**config.mk**
```make
export PLATFORM = sky130hd
export DESIGN_NAME = bch_dec_top
export DESIGN_NICKNAME = d
export VERILOG_FILES = /design/src/rtl/bch_dec_pkg.sv /design/src/rtl/bch_syndrome.sv /design/src/rtl/bch_dec_top.sv
export SDC_FILE = /design/constraint.sdc
export NUM_CORES = 1
export LEC_CHECK = 0
export CAP_MARGIN = 20
export CORE_MARGIN = 3
export CORE_UTILIZATION = 40
export DETAILED_ROUTE_END_ITERATION = 16
export PLACE_DENSITY = 0.74
export SYNTH_ARGS = -nofsm -noshare
export SYNTH_HDL_FRONTEND = slang
export SYNTH_HIERARCHICAL = 1
export SYNTH_SLANG_ARGS = --single-unit
```
**constraint.sdc**
```tcl
create_clock -name vclk -period 14.6
set_input_delay 4.38 -clock vclk [all_inputs]
set_output_delay 4.38 -clock vclk [all_outputs]
set_load 0.1 [all_outputs]
```
**src/rtl/bch_dec_pkg.sv**
```systemverilog
// Shared constants and helpers for the 41/31 SEC-DED decoder.
// The data-column table is built by enumerating weight-3 values in ascending order.
package bch_dec_pkg;

  localparam int N = 41;
  localparam int K = 31;
  localparam int R = 10;

  typedef logic [R-1:0]         syn_t;
  typedef logic [K-1:0][R-1:0]  col_tab_t;

  function automatic logic [3:0] popcount10(input syn_t v);
    logic [3:0] cnt;
    cnt = '0;
    for (int b = 0; b < R; b++) begin
      cnt = cnt + {3'b000, v[b]};
    end
    return cnt;
  endfunction

  function automatic col_tab_t gen_w();
    col_tab_t tab;
    int       idx;
    tab = '0;
    idx = 0;
    for (int v = 0; v < (1 << R); v++) begin
      if (popcount10(syn_t'(v)) == 4'd3 && idx < K) begin
        tab[idx] = syn_t'(v);
        idx++;
      end
    end
    return tab;
  endfunction

  localparam col_tab_t W = gen_w();

endpackage

```
**src/rtl/bch_syndrome.sv**
```systemverilog
// Syndrome XOR tree: each syndrome bit folds its check bit with the data bits
// whose column has that row set.
module bch_syndrome
  import bch_dec_pkg::*;
(
  input  logic [N-1:0] i_cw,
  output logic [R-1:0] o_syn
);

  genvar gi, gj;
  generate
    for (gi = 0; gi < R; gi++) begin : g_row
      logic [K-1:0] w_sel;
      for (gj = 0; gj < K; gj++) begin : g_col
        assign w_sel[gj] = W[gj][gi] & i_cw[R+gj];
      end
      assign o_syn[gi] = i_cw[gi] ^ (^w_sel);
    end
  endgenerate

endmodule

```
**src/rtl/bch_dec_top.sv**
```systemverilog
// Combinational SEC-DED decoder: syndrome, one-hot data correction mask and
// single/double error classification. clk and rst_n exist only for port uniformity.
module bch_dec_top
  import bch_dec_pkg::*;
(
  input  logic         clk,
  input  logic         rst_n,
  input  logic [N-1:0] IN,
  output logic [K-1:0] OUT,
  output logic [R-1:0] SYN,
  output logic         ERR,
  output logic         SGL,
  output logic         DBL
);

  logic [R-1:0] w_syn;
  logic [K-1:0] w_hit;
  logic [3:0]   w_wt;
  logic         w_nz;
  logic         w_odd;
  logic         w_wt1;
  logic         w_data_sgl;
  logic         w_unused;

  assign w_unused = clk ^ rst_n;

  bch_syndrome u_syn (
    .i_cw  (IN),
    .o_syn (w_syn)
  );

  genvar gi;
  generate
    for (gi = 0; gi < K; gi++) begin : g_cmp
      assign w_hit[gi] = (w_syn == W[gi]);
    end
  endgenerate

  assign w_wt       = popcount10(w_syn);
  assign w_nz       = |w_syn;
  assign w_odd      = w_wt[0];
  assign w_wt1      = (w_wt == 4'd1);
  assign w_data_sgl = |w_hit;

  // Even-weight syndromes can never match a column, so parity gates correction.
  assign SGL = w_odd & (w_data_sgl | w_wt1);
  assign DBL = w_nz & ~SGL;
  assign ERR = w_nz;
  assign SYN = w_syn;
  assign OUT = IN[N-1:R] ^ (w_hit & {K{w_odd}});

endmodule

```
==> results of run 1 <==
==> cells by family after synthesis <==
group	after synthesis
and+or+nand+nor	83
adders and majority gates	12
xor gates and xnor gates	87
muxes	3
AOI/OAI and AO/OA	16
buffers and inverters	30
==> metrics by stage <==
| stage | cell area [sq um] | std cells | hold WS (ps) | worst slack (ps) |
|---|---|---|---|---|
| after floorplan | 1992 | 231 | 8981 | 94.22 |
| after global placement | 2929 | 355 | 9610 | 491.8 |
| after detailed placement | 2929 | 355 | 9611 | 402.2 |
| after CTS | 2929 | 355 | 9612 | 376.1 |
| after global routing | 2929 | 355 | 9638 | 89.21 |
| final | 2929 | 355 | 9610 | 338.4 |
==> how the worst max path moves through the flow <==
| stage | start | endpoint | cells after the start | slack, ps |
|---|---|---|---|---|
| 6_report | IN[27] | OUT[10] | 16 | 340 |
| 5_1_grt | IN[27] | OUT[10] | 16 | 90 |
| 4_1_cts | IN[18] | OUT[10] | 16 | 380 |
| 3_5_place_dp | IN[18] | OUT[10] | 16 | 400 |
| 3_3_place_gp | IN[18] | OUT[10] | 16 | 490 |
| 2_1_floorplan | IN[23] | OUT[13] | 13 | 90 |
==> Yosys cell counts, types with 4 or more instances <==
master,count
xnor3_1,16
fa_1,6
clkbuf_1,6
nand2_1,11
ha_1,6
nand2b_1,4
and3_1,5
xor2_1,20
nor2_1,24
buf_2,5
inv_1,14
nor2b_1,4
nand3_1,13
xnor2_1,49
nand4_1,7
==> final cells by class <==
type	count	share of cell area, %
multi-input combinational	201	63.56
tap	52	2.221
timing repair buffer	87	32.29
inverter	15	1.922
==> per-layer routing <==
metal / routed length (microns) / vias up / part of all wire, % / GRT usage (%)
met5: 0 / - / 0 / 0
met4: 29 / 0 / 0.47 / 1.165
met3: 501 / 4 / 8.1 / 1.979
met2: 2895 / 84 / 47 / 35.67
met1: 2741 / 871 / 44 / 31.89
li1: - / 921 / - / -
==> impl_results.md, run 1 <==
* Outcome: complete, no violations
* CP dominant cell by count: fa_1
* Initial antenna violation count at 0
* XOR/XNOR share of the synthesized area at 52.59%
* Slowest stage cell on the critical path: xnor3_4
* Top Ports at 87
* Mapped Cells at 231
* FP Rows at 24
* Chip width at 75.45 microns
* RSZ-0062 raised after global routing: false
* # nets final at 360
* Cell family with most CP delay: adder cells
* Antenna Cells at 0
* Hold Startpoint: IN[18]
* Via count at 1,880
* Synth top area share at 22.24%
* Crit start category: input pin
* Sequential cell count at 0
* Drc violations at 0
* Worst path cell trace: clkdlybuf4s50_1 -> xnor2_1 -> xnor2_1 -> xnor3_4 -> fa_1 -> fa_1 -> inv_1 -> fa_1 -> inv_1 -> ha_1 -> nor2b_1 -> nor2b_1 -> nand3_1 -> nor2_1 -> xor2_2 -> buf_12
* Clock tree buffer count of the final layout at 0
* Final hold vios at 0
* Synth Area in Adders at 10.12%
* Post-synthesis mux area share at 1.556%
* Slew HR at 33.55%
* Syn nets at 286
* Final setup fails at 0
* Initial Util at 42.83%
* CP Max Fanout at 15
* Hold worst-path end: OUT[8]
* Avg Cell Area, Syn at 8.352 sq um
* Global-route wire length before repair at 9425 microns
* Synthesized cell area at 1929 sq um
* Final period utilization at 97.68%
* Most frequent cells in the layout: clkdlybuf4s50_1, xnor2_1, nor2_1, buf_4, xor2_1
* GRT overflow at 0
* Commonest non-fill, non-tap cell in the layout: clkdlybuf4s50_1
* Share of layout cells above drive strength 1 at 16.83%
* Synth Area in Compound Gates at 6.226%
* Final Critical Period at 14,260 ps
* Vias per Instance at 5.296
* Area Overhead vs Synth at 51.82%
* Post-synth cell types at 42
* Worst EP arrival at 9880 ps
* Synth area leader: xnor2_1
* Req. time, crit path at 10,220 ps
* Final Util at 65.03%
* Fillers at 411
* Largest family of logic cells by synthesized area: XOR/XNOR gates
* Routed Antenna Nets at 0
* Total wire length at 6167 microns
* Core ar. at 4504 sq um
* Area share of and/or/nand/nor cells after synthesis at 22.76%
* Pins Over Slew Limit at 0
* Vias in the first global route at 1,829
* Cts hold-fix bufs at 0
* Worst slew pin tran at 993.6 ps
* CP Class: in2out
* Sequential share of the synthesized area at 0%
* Top post-synthesis cells by area: xnor2_1, xnor3_1, xor2_1, fa_1, nor2_1
* Synth Warn # at 6
* DPL Wire Length at 5275 microns
* Maxcap violations at 0
* Multi-input logic area at 1862 sq um
* Register area at 0 sq um
* Crit-path max cell delay at 700 ps
* Die area at 5693 sq um
* Setup TNS Final at 0 ps
* Drt pass-1 iters at 4
* Starting DRT DRC Count at 83
* Drt wl/cell at 17.37 microns
* Final Wtd Congestion at 0.8854
* Hold WC Path Type: in2out
* Setup bufs post-CTS at 0
* Total Routing Usage GR at 21.47%
* Number of buffers added on ports at 85
* Largest net degree at the start of global routing at 23
* Worst hold stages at 3
* CTS-repair resized insts at 0
* Die Span Y at 75.45 microns
* CP Capture Type: primary output
* Fmax at 70.12 MHz
* CP bufs+invs at 4
Power of run 1 is left out: the tool's default activity adds up to more than one toggle a clock period on the data nets, which glitch-free logic cannot reach.
==> run 2: changes to the inputs <==
- SLEW_MARGIN: default -> 10
==> results of run 2 <==
The final DEF is identical to that of run 1; final timing and power are the same.
Power of run 2 is left out for the same reason.
